$ cat src/rtl/local_mem_xbar.sv
// local_mem_xbar
// Word-interleaved crossbar with a round-robin arbiter per bank. It connects
// NUM_PORTS OBI requesters to NUM_BANKS local-memory banks that each answer in
// a single cycle.
//
// Handshake: a port request is accepted in the cycle where port_req_i and
// port_gnt_o are both high. Its response (port_rvalid_o, plus port_rdata_o for
// a read) arrives exactly one cycle later. A request that is not granted must
// hold req/we/be/addr/wdata stable until it is granted. The bank side uses the
// same req/gnt -> rvalid protocol.
//
// Ports (flattened arrays; port or bank n occupies slice n):
//   clk_i, rst_ni            clock, asynchronous active-low reset
//   port_req_i/we_i/be_i     requester valid, write enable, byte enables
//   port_addr_i/wdata_i      requester byte address, write data
//   port_gnt_o               request accepted this cycle
//   port_rvalid_o/rdata_o    response valid, read data
//   bank_req_o/we_o/be_o     bank request, write enable, byte enables
//   bank_addr_o/wdata_o      in-bank byte address, write data
//   bank_gnt_i               bank accepts the current request
//   bank_rvalid_i/rdata_i    bank response valid, read data
module local_mem_xbar #(
    parameter int unsigned NUM_PORTS = 4,
    parameter int unsigned NUM_BANKS = 4,
    parameter int unsigned SIZE_BYTE = 1024
) (
    input  logic                    clk_i,
    input  logic                    rst_ni,
    input  logic [NUM_PORTS-1:0]    port_req_i,
    input  logic [NUM_PORTS-1:0]    port_we_i,
    input  logic [4*NUM_PORTS-1:0]  port_be_i,
    input  logic [32*NUM_PORTS-1:0] port_addr_i,
    input  logic [32*NUM_PORTS-1:0] port_wdata_i,
    output logic [NUM_PORTS-1:0]    port_gnt_o,
    output logic [NUM_PORTS-1:0]    port_rvalid_o,
    output logic [32*NUM_PORTS-1:0] port_rdata_o,
    output logic [NUM_BANKS-1:0]    bank_req_o,
    output logic [NUM_BANKS-1:0]    bank_we_o,
    output logic [4*NUM_BANKS-1:0]  bank_be_o,
    output logic [32*NUM_BANKS-1:0] bank_addr_o,
    output logic [32*NUM_BANKS-1:0] bank_wdata_o,
    input  logic [NUM_BANKS-1:0]    bank_gnt_i,
    input  logic [NUM_BANKS-1:0]    bank_rvalid_i,
    input  logic [32*NUM_BANKS-1:0] bank_rdata_i
);

    localparam int unsigned BANK_SEL  = $clog2(NUM_BANKS);
    localparam int unsigned BANK_ADDR = $clog2(SIZE_BYTE / NUM_BANKS / 4);
    localparam int unsigned PW        = (NUM_PORTS > 1) ? $clog2(NUM_PORTS) : 1;

    // Address decode for each port.
    logic [BANK_SEL-1:0]  port_bank  [NUM_PORTS];
    logic [BANK_ADDR-1:0] port_waddr [NUM_PORTS];

    // Arbitration results for each bank.
    logic [NUM_PORTS-1:0] cand    [NUM_BANKS];
    logic [NUM_BANKS-1:0] win_vld;
    logic [PW-1:0]        win_idx [NUM_BANKS];

    // Arbiter and response-routing state.
    logic [PW-1:0]        rr_q  [NUM_BANKS];
    logic [PW-1:0]        rr_d  [NUM_BANKS];
    logic [PW-1:0]        tag_q [NUM_BANKS];
    logic [PW-1:0]        tag_d [NUM_BANKS];
    logic [NUM_BANKS-1:0] tag_vld_q;
    logic [NUM_BANKS-1:0] tag_vld_d;

    // Address bits [1:0] and the bits above the memory size are unused on
    // purpose; this XOR keeps them visible to lint.
    logic unused_addr;
    assign unused_addr = ^port_addr_i;

    always_comb begin
        for (int unsigned p = 0; p < NUM_PORTS; p++) begin
            port_bank[p]  = port_addr_i[32*p+2 +: BANK_SEL];
            port_waddr[p] = port_addr_i[32*p+2+BANK_SEL +: BANK_ADDR];
        end
    end

    // The winner is the first candidate found by scanning from rr_q[b],
    // wrapping modulo NUM_PORTS. This path uses only port inputs and rr_q, so
    // bank_req_o never depends on bank_gnt_i.
    always_comb begin
        for (int unsigned b = 0; b < NUM_BANKS; b++) begin
            cand[b]    = '0;
            win_vld[b] = 1'b0;
            win_idx[b] = '0;
            for (int unsigned p = 0; p < NUM_PORTS; p++) begin
                cand[b][p] = port_req_i[p] && (port_bank[p] == BANK_SEL'(b));
            end
            for (int unsigned i = 0; i < NUM_PORTS; i++) begin
                if (!win_vld[b] && cand[b][(int'(rr_q[b]) + i) % NUM_PORTS]) begin
                    win_vld[b] = 1'b1;
                    win_idx[b] = PW'((int'(rr_q[b]) + i) % NUM_PORTS);
                end
            end
        end
    end

    // Bank-side mux: forward the winner's request. Every field stays zero
    // when the bank has no candidate.
    always_comb begin
        bank_req_o   = '0;
        bank_we_o    = '0;
        bank_be_o    = '0;
        bank_addr_o  = '0;
        bank_wdata_o = '0;
        for (int unsigned b = 0; b < NUM_BANKS; b++) begin
            bank_req_o[b] = win_vld[b];
            for (int unsigned p = 0; p < NUM_PORTS; p++) begin
                if (win_vld[b] && (win_idx[b] == PW'(p))) begin
                    bank_we_o[b]                        = port_we_i[p];
                    bank_be_o[4*b +: 4]                 = port_be_i[4*p +: 4];
                    bank_addr_o[32*b+2 +: BANK_ADDR]    = port_waddr[p];
                    bank_wdata_o[32*b +: 32]            = port_wdata_i[32*p +: 32];
                end
            end
        end
    end

    // Grant routing. A port requests exactly one bank, so at most one bank
    // term can be set for it.
    always_comb begin
        port_gnt_o = '0;
        for (int unsigned p = 0; p < NUM_PORTS; p++) begin
            for (int unsigned b = 0; b < NUM_BANKS; b++) begin
                if (bank_gnt_i[b] && win_vld[b] && (win_idx[b] == PW'(p))) begin
                    port_gnt_o[p] = 1'b1;
                end
            end
        end
    end

    // Next state: after each accepted access, move the pointer to the port
    // after the winner and remember the winner for the response.
    always_comb begin
        for (int unsigned b = 0; b < NUM_BANKS; b++) begin
            rr_d[b]      = rr_q[b];
            tag_d[b]     = tag_q[b];
            tag_vld_d[b] = 1'b0;
            if (bank_gnt_i[b] && bank_req_o[b]) begin
                rr_d[b]      = (int'(win_idx[b]) + 1 >= NUM_PORTS) ? '0 : PW'(int'(win_idx[b]) + 1);
                tag_d[b]     = win_idx[b];
                tag_vld_d[b] = 1'b1;
            end
        end
    end

    always_ff @(posedge clk_i or negedge rst_ni) begin
        if (!rst_ni) begin
            for (int unsigned b = 0; b < NUM_BANKS; b++) begin
                rr_q[b]  <= '0;
                tag_q[b] <= '0;
            end
            tag_vld_q <= '0;
        end else begin
            for (int unsigned b = 0; b < NUM_BANKS; b++) begin
                rr_q[b]  <= rr_d[b];
                tag_q[b] <= tag_d[b];
            end
            tag_vld_q <= tag_vld_d;
        end
    end

    // Response routing. A bank response with no tagged access behind it is
    // dropped.
    always_comb begin
        port_rvalid_o = '0;
        port_rdata_o  = '0;
        for (int unsigned b = 0; b < NUM_BANKS; b++) begin
            for (int unsigned p = 0; p < NUM_PORTS; p++) begin
                if (bank_rvalid_i[b] && tag_vld_q[b] && (tag_q[b] == PW'(p))) begin
                    port_rvalid_o[p]         = 1'b1;
                    port_rdata_o[32*p +: 32] = bank_rdata_i[32*b +: 32];
                end
            end
        end
    end

    // A bank must never answer without an accepted access on record.
    for (genvar gb = 0; gb < NUM_BANKS; gb++) begin : g_rvalid_chk
        a_rvalid_tagged : assert property (
            @(posedge clk_i) disable iff (!rst_ni)
            !(bank_rvalid_i[gb] && !tag_vld_q[gb])
        );
    end

endmodule

$ cat config.mk
export PLATFORM = sky130hd
export DESIGN_NAME = local_mem_xbar
export DESIGN_NICKNAME = d
export VERILOG_FILES = /design/src/rtl/local_mem_xbar.sv
export SDC_FILE = /design/constraint.sdc
export NUM_CORES = 1
export LEC_CHECK = 0
export BUFFER_PORTS_ARGS = -buffer_cell sky130_fd_sc_hd__buf_2
export CAP_MARGIN = 10
export CELL_PAD_IN_SITES_DETAIL_PLACEMENT = 0
export CELL_PAD_IN_SITES_GLOBAL_PLACEMENT = 1
export CORE_AREA = 2 2 326 328
export DETAILED_ROUTE_END_ITERATION = 10
export DIE_AREA = 0 0 328 330
export MAX_ROUTING_LAYER = met4
export PLACE_DENSITY_LB_ADDON = 0.1
export SETUP_SLACK_MARGIN = 0.15
export SLEW_MARGIN = 30
export SYNTH_ARGS = -nofsm -noshare
export SYNTH_HDL_FRONTEND = slang
export SYNTH_SLANG_ARGS = --single-unit
$ cat constraint.sdc
create_clock -name clk_i -period 5 [get_ports clk_i]
set_input_delay 1 -clock clk_i [delete_from_list [all_inputs] [get_ports clk_i]]
set_output_delay 1 -clock clk_i [all_outputs]
set_load 0.05 [all_outputs]
Word level (Yosys, flattened, before mapping)
Cells that the tools add are included.
- register bits: 20
- input bits: 418
- word-level logic and storage cells: 377
- $add $sub $neg: 20
- $lt $le $gt $ge: 20
- equal/unequal tests: 36
- multiplexer cells: 184
- reductions and logical operators: 108
- operators with widths (operator ; number):
    32-bit two-way mux ; 32
    6-bit two-way mux ; 16
    1-bit logical AND ; 84
    1-bit two-way mux ; 84
    4-bit two-way mux ; 16
    2-bit == test (second input constant) ; 24
    2-bit by 3-bit less-than comparator with 1-bit output (second input constant) ; 16
    2-bit two-way mux ; 20
    1-bit binary-select mux with 2-bit select ; 16
    2-bit by 1-bit == test with 1-bit output (second input constant) ; 12
    2-bit zero test ; 12
    2-bit by 1-bit adder with 2-bit output (second input constant) ; 8
    2-bit adder (second input constant) ; 8
    2-bit by 1-bit adder with 3-bit output (second input constant) ; 4
    3-bit >= comparator (second input constant) ; 4
    1-bit zero test ; 12

Longest topological paths before layout
Gate-level depths: netlist of the first run.
- word-level depth: 20
- depth in mapped cells: 13
- mapped depth without buffers: 9

Least setup slack after synthesis of the first run
OpenSTA, ideal clock, no wires.
- kind: input -> output
- start: input port_req_i[2]
- end: output bank_addr_o[2]
- data arrival time: 4367 ps
- required time: 4000 ps
- setup slack: -367 ps
- stages: 13
- path through: clkbuf_1 -> or4b_2 -> a21o_1 -> o211ai_1 -> inv_1 -> ha_1 -> clkbuf_1 -> nor2b_1 -> clkbuf_1 -> clkbuf_1 -> a221oi_1 -> a211o_1 -> a21oi_1
- RTL lines (element ; RTL line ; text):
    from (decl) ; 29 ; input logic [NUM_PORTS-1:0] port_req_i,
    to (decl) ; 40 ; output logic [32*NUM_BANKS-1:0] bank_addr_o,

==> summary.txt, run 1 <==
Floorplan
  – FP Rows: 119
  – Die Ht: around 330 µm
  – Initial core utilization: between 10 and 15%
  – Core Area: 105,000 µm²
  – Die X-Extent: roughly 330 µm
  – I/O pins: 834
  – Die area: 108,000 µm²

Flow run
  – MaxCap Viol Count: 0

Power
  – Leakage: 8.18 nW
  – PD cells: 227 nW/µm²
  – Worst VDD drop: 0.000126 V

Placement
  – IO buf count: ~630
  – DP HPWL: ~74,000 µm
  – GP Congestion: 0.824
  – Dpl ws: 152 ps

Timing
  – Fin crit period: 4800 ps
  – Final count of negative-setup-slack endpoints: 0
  – Setup slack after layout: ~200 ps
  – Final period utilization: 96.0%
  – RSZ-0062 raised after global routing: yes
  – Final TNS setup: 0 ps
  – Max Clock Freq: ~210 MHz
  – Slew Limit Fails: 0
  – Relative slew slack: about 50%
  – Final hold vios: 0
  – Worst slew pin tran: approximately 740 ps
  – Layout Skew: 1.40 ps

Worst setup path
  – Slowest Stage Delay on Critical Path: roughly 620 ps
  – CP Max Fanout: 9
  – Crit path cell chain: buf_2 -> or4b_2 -> a21o_1 -> o211ai_1 -> inv_1 -> ha_2 -> nor2b_4 -> buf_12 -> buf_6 -> a221oi_1 -> a211o_1 -> a21oi_4 -> buf_12
  – Worst setup path end: bank_wdata_o[31]
  – Worst Setup End Kind: output port
  – Worst EP required: 4000 ps
  – Critical setup path kind: in2out
  – Register-to-register setup slack: ~2500 ps
  – Worst r2r path cells: 8
  – Startpoint types: input pin
  – R2R Path Start: rr_q[7]
  – CP startpoint: port_addr_i[67]
  – CP max stage cell: or4b_2
  – Arrival @ worst endpoint: 3800 ps
  – CP dominant cell by count: buf_12
  – Critical R2R Capture: rr_q[7]

CTS
  – Clock Tree Root: clkbuf_16
  – Worst-Skew Late Latency: 250 ps
  – # hold bufs at CTS: 0
  – Max Root-Sink Buffers: 2
  – Worst-path clk slew: 60 ps
  – CTS tree: yes
  – H-tree levels: 1
  – CTS sink cnt: 20
  – Num CTS Buffers: 3

Drt
  – Routed met2 length: 49,500 µm
  – Vias: 18,300
  – Met1 WL: 43,300 µm
  – DR vias/cell: 4.73
  – WL final: 103,000 µm
  – Highest routed metal layer: met4
  – Initial DRT Pass Iterations: 5
  – Post-route ant nets: 0
  – Met3 WL: 8040 µm
  – Residual DRC: 0
  – Drt first-iter violations: 1,248
  – WL/cell: 26.5 µm

Yosys
  – Cells after Synth: 1,911
  – Share of the synthesized area in the top cell type: 13.3%
  – Synth Area per Inst: 6.27 µm²
  – Area contributors post-synth: a221oi_1 (13%), a211o_1 (13%), o21ai_0 (11%), nand2_1 (9.6%), and3b_1 (9.2%)
  – Netlist Area Pre-Place: 12,000 µm²
  – Ys Warns: 0
  – Netlist cell types: 48
  – Yosys reg bits: 20
  – Post-synth EDFFs: 0
  – Main synth FF type: dfrtp_1
  – Largest area contributor in the netlist: a221oi_1
  – Async set-reset flop share out of synthesis: 100%
  – Register area share after synthesis: 4.17%

Global routing
  – Number of global-route vias before repair: ~18,000
  – Antenna violations before repair: 44
  – Pin count of the biggest net entering global routing: 46
  – GR Overflow Total: 0
  – Gr usage total: 17.9%
  – First-pass GRT wire length: 139,000 µm

Cells and area
  – Most frequent cells in the layout: buf_2 (603), nand2_1 (308), o21ai_0 (263)
  – Nets: 2,876
  – Commonest non-fill, non-tap cell in the layout: buf_2
  – Area Overhead vs Synth: 57.1%
  – Share of cells above drive strength 1: 40.1%
  – Filler Cells Inserted: 12,100

Hold path
  – Min-delay worst type: reg2reg
  – Hold Path Origin: tag_q[6]

Outcome
  – Status: complete, no violations
cell usage after synthesis (3+ instances only):
cell       count
nand2_1      308
o21ai_0      263
clkbuf_1     224
a21oi_1      182
a221oi_1     182
a211o_1      172
and3b_1      126
a211oi_1     119
buf_4        105
inv_1         62
nand3_1       25
dfrtp_1       20
ha_1          16
nor2_1        14
nor3_1         8
nand4_1        7
nand4b_1       7
mux2_2         6
nor3b_1        5
or3_1          5
and3_1         4
nor2b_1        4
mux2i_1        3
nand3b_1       3
nand4bb_1      3
nor4_2         3
o41ai_2        3
worst min-delay path by stage:
| stage | to | slack (ps) | depth (start not counted) |
|---|---|---|---|
| after detailed placement | rr_q[2] | 570 | 1 |
| after floorplan | tag_q[7] | 500 | 2 |
| final | tag_q[6] | 590 | 2 |
| after global routing | rr_q[2] | 600 | 1 |
| after global placement | rr_q[0] | 580 | 2 |
| after CTS | rr_q[2] | 590 | 1 |
routing by layer:
| layer | vias to the layer above | global-route usage [%] |
|---|---|---|
| li1 | 8239 | - |
| met3 | 111 | 4.47 |
| met4 | 0 | 3.05 |
| met5 | - | - |
| met1 | 9062 | 21.9 |
| met2 | 900 | 30.1 |
per-stage QoR:
step	util, %	power (mW)	instances	hold WS [ps]	instance area (µm²)
after CTS	17.7	4.24	3824	587	18500
after floorplan	-	2.75	2014	495	13300
after global placement	17.6	4.04	3820	576	18400
final	18.0	4.27	3873	587	18800
after detailed placement	17.6	4.04	3820	574	18400
after global routing	18.0	4.49	3871	599	18800
timing repair:
item                       4_1_cts  5_1_grt
cloned                           0        3
setup endpoints to repair        4       85
pin swaps                        0        4
gates resized for setup          2       29
buffers inserted                 0        5
registers in the layout (all words and copies together) (netlist names):
| name | cells |
|---|---|
| rr_q | 8 |
| tag_vld_q | 4 |
| tag_q | 8 |
power breakdown:
group	switching [mW]	internal, mW
sequential	0.0524	0.193
clock	0.0623	0.122
combinational	2.64	1.19
cell families (layout without fill, tap and decap cells):
family / Yosys count / in the layout / synth area share (%)
buffers and inverters: 397 / 824 / 15.7
muxes: 11 / 11 / 1.00
and+or+nand+nor: 535 / 535 / 24.4
DFF: 20 / 20 / 4.17
AOI/OAI and AO/OA: 931 / 931 / 53.0
other: 1 / 145 / 0.0313
adders and majority gates: 16 / 16 / 1.67
area by class of cell:
class,instances,area [µm²],area share (%)
diodes,41,103,0.545
clock buffers,4,88.8,0.472
inverters,63,236,1.26
multi-input cells,1597,11200,59.4
flip-flops and latches,20,500,2.66
well taps,1391,1740,9.24
repair buffers,757,4970,26.4
critical path, delay by kind of cell:
kind                       cells  cell delay (ps)
AOI/OAI and AO/OA              5             1030
and+or+nand+nor                2              760
buffers and inverters          5              720
adders and majority gates      1              270
Power figures use the tool's default switching activity.
==> run 2, diff against run 1 <==
--- a/config.mk
+++ b/config.mk
@@ -14,6 +14,7 @@
 export DIE_AREA = 0 0 328 330
 export MAX_ROUTING_LAYER = met4
 export PLACE_DENSITY_LB_ADDON = 0.1
+export RECOVER_POWER = 25
 export SETUP_SLACK_MARGIN = 0.15
 export SLEW_MARGIN = 30
 export SYNTH_ARGS = -nofsm -noshare
==> run 2 against run 1 <==
Net effect:
- clock skew did not move
- critical path depth did not move
- die area did not move
- power fell by 0.41%
- critical endpoint unchanged
- largest cell class unchanged
- first-iteration DRC count rose by 6.1%
- via count barely moved
- sequential power barely moved
- sequential share of layout area barely moved
- register-to-register slack barely moved
==> summary.txt, run 2 (synthesis results as in run 1) <==
Cells and area
  – Area Overhead vs Synth: 56.0%
  – Sequential cell area: 500 µm²
  – Commonest non-fill, non-tap cell in the layout: buf_2
  – Most frequent cells in the layout: buf_2 (561), nand2_1 (308), o21ai_0 (263)
  – Share of cells above drive strength 1: a little under two fifths
  – Filler Cells Inserted: 12,100
  – Largest regs: rr_q (8), tag_q (8), tag_vld_q (4)
  – Nets: 2,876
  – Area of the multi-input gates: 11,100 µm²

Worst setup path
  – Worst Setup End Kind: output port
  – Worst EP required: approximately 4000 ps
  – Startpoint types: input pin
  – CP delay by family, top: compound AO/OA/AOI/OAI gates
  – Critical setup path kind: in2out
  – Slowest Stage Delay on Critical Path: ~620 ps
  – Arrival @ worst endpoint: 3800 ps
  – Crit path cell chain: buf_2 -> or4b_2 -> a21o_1 -> o211ai_1 -> inv_1 -> ha_2 -> nor2b_4 -> buf_12 -> buf_6 -> a221oi_1 -> a211o_1 -> a21oi_4 -> buf_12
  – CP max stage cell: or4b_2
  – CP Max Fanout: 9
  – Register-to-register setup slack: 2540 ps
  – CP dominant cell by count: buf_12
  – WP buf/inv: 5

Timing
  – Layout Skew: 1.40 ps
  – Slew Limit Fails: 0
  – Final period utilization: between 90% and 100%
  – Relative slew slack: around 20%
  – Max Clock Freq: roughly 210 MHz
  – Final count of negative-setup-slack endpoints: 0
  – Fin crit period: 4800 ps
  – RSZ-0062 raised after global routing: yes
  – Worst slew pin tran: 1190 ps
  – Final TNS setup: 0 ps
  – Final hold vios: 0

Floorplan
  – Initial core utilization: 11.5%
  – Die area: approximately 110,000 µm²
  – Die X-Extent: approximately 330 µm
  – Core Area: 105,000 µm²
  – I/O pins: roughly 830
  – FP Rows: 119
  – Die Ht: 330 µm

CTS
  – Clock Tree Root: clkbuf_16
  – Worst-Skew Late Latency: 250 ps
  – Worst-path clk slew: 60 ps
  – Num CTS Buffers: 3
  – # hold bufs at CTS: 0
  – H-tree levels: 1
  – CTS sink cnt: 20
  – CTS tree: yes
  – Max Root-Sink Buffers: 2

Drt
  – Post-route ant nets: 0
  – Drt first-iter violations: between 1,000 and 1,500
  – Vias: 18,300
  – Initial DRT Pass Iterations: 5
  – Residual DRC: 0
  – WL final: 103,000 µm
  – WL/cell: about 26 µm
  – DR vias/cell: 4.73

Power
  – Sequential share of power: 5.8%
  – Sw Pwr: 2.76 mW
  – PD cells: 227 nW/µm²
  – Worst VDD drop: 0.000126 V
  – Sw Share: 64.9%
  – Clock Power Share: 4.3%
  – Leakage: ~8.0 nW
  – Internal power: 1.49 mW
  – Combinational Power Share: 89.9%
  – Pwr Total: 4.25 mW

Flow run
  – MaxCap Viol Count: 0

Placement
  – IO buf count: between 600 and 700
  – DP HPWL: 73,900 µm
  – GP Congestion: 0.824

Global routing
  – Number of global-route vias before repair: ~18,000
  – First-pass GRT wire length: between 100,000 and 150,000 µm
  – Pin count of the biggest net entering global routing: 46
  – Antenna violations before repair: 44
  – Gr usage total: 17.9%
  – GR Overflow Total: 0

Hold path
  – Min-delay worst type: reg2reg

Outcome
  – Status: complete, no violations
==> run 2: cell count changes in the layout (fill, tap and decap cells not counted), sizes merged <==
cell,delta
diode,+1
inv,-1
clkinv,+1
clkbuf,+47
buf,-47
==> run 2: power groups by stage <==
stage          Combinational [mW]  Clock, mW  Sequential, mW
6_report                     3.82      0.184           0.245
4_1_cts                      3.80      0.187           0.246
2_1_floorplan                2.52          0           0.225
3_3_place_gp                 3.79          0           0.247
3_5_place_dp                 3.79          0           0.249
5_1_grt                      4.02      0.198           0.253
==> run 2: path summary, 6_finish.rpt <==
kind	cells past startpoint	endpoint	from
max	13	bank_wdata_o[31]	port_addr_i[67]
min	1	rr_q[2]	rr_q[2]
max reg2reg	8	rr_q[7]	rr_q[7]
min reg2reg	1	rr_q[2]	rr_q[2]
max in group asynchronous	1	rr_q[7]	rst_ni
min in group asynchronous	1	rr_q[3]	rst_ni
==> run 2: final cells by class <==
| cell class | instances | share of cell area, % |
|---|---|---|
| Antenna cell | 42 | 0.562 |
| Clock buffer | 4 | 0.475 |
| Inverter | 63 | 1.26 |
| Multi-Input combinational cell | 1597 | 59.5 |
| Sequential cell | 20 | 2.68 |
| Tap cell | 1391 | 9.30 |
| Timing Repair Buffer | 757 | 26.2 |
==> run 2: per-stage QoR <==
step | setup slack [ps] | hold slack, ps | util [%] | area [µm²] | instances
global route | 85.7 | 599 | 17.9 | 18700 | 3871
finish | 197 | 584 | 17.9 | 18700 | 3874
global placement | 105 | 576 | 17.6 | 18400 | 3820
floorplan | 47.3 | 495 | - | 13300 | 2014
CTS | 152 | 587 | 17.7 | 18500 | 3824
detailed placement | 152 | 574 | 17.6 | 18400 | 3820
==> run 2: worst register-to-register path, stage by stage (launching register included) <==
cell and delay, ps:
dfrtp_1 460, or4b_2 690, a21o_1 200, o211ai_1 140, inv_1 110, buf_4 140
buf_4 130, ha_4 220, mux2_2 250
==> run 2: layer usage <==
metal / global-route usage, % / vias up / share of wire [%]
met4: 3.05 / 0 / 1.7
met1: 21.9 / 9067 / 42
li1: - / 8245 / -
met5: - / - / 0
met3: 4.47 / 109 / 7.9
met2: 30.1 / 890 / 48
==> run 2: what timing repair did <==
action	in CTS	in global routing
setup endpoints to repair	4	85
buffers inserted	0	5
gates cloned	0	3
gates resized for setup	2	29
pin swaps	0	4
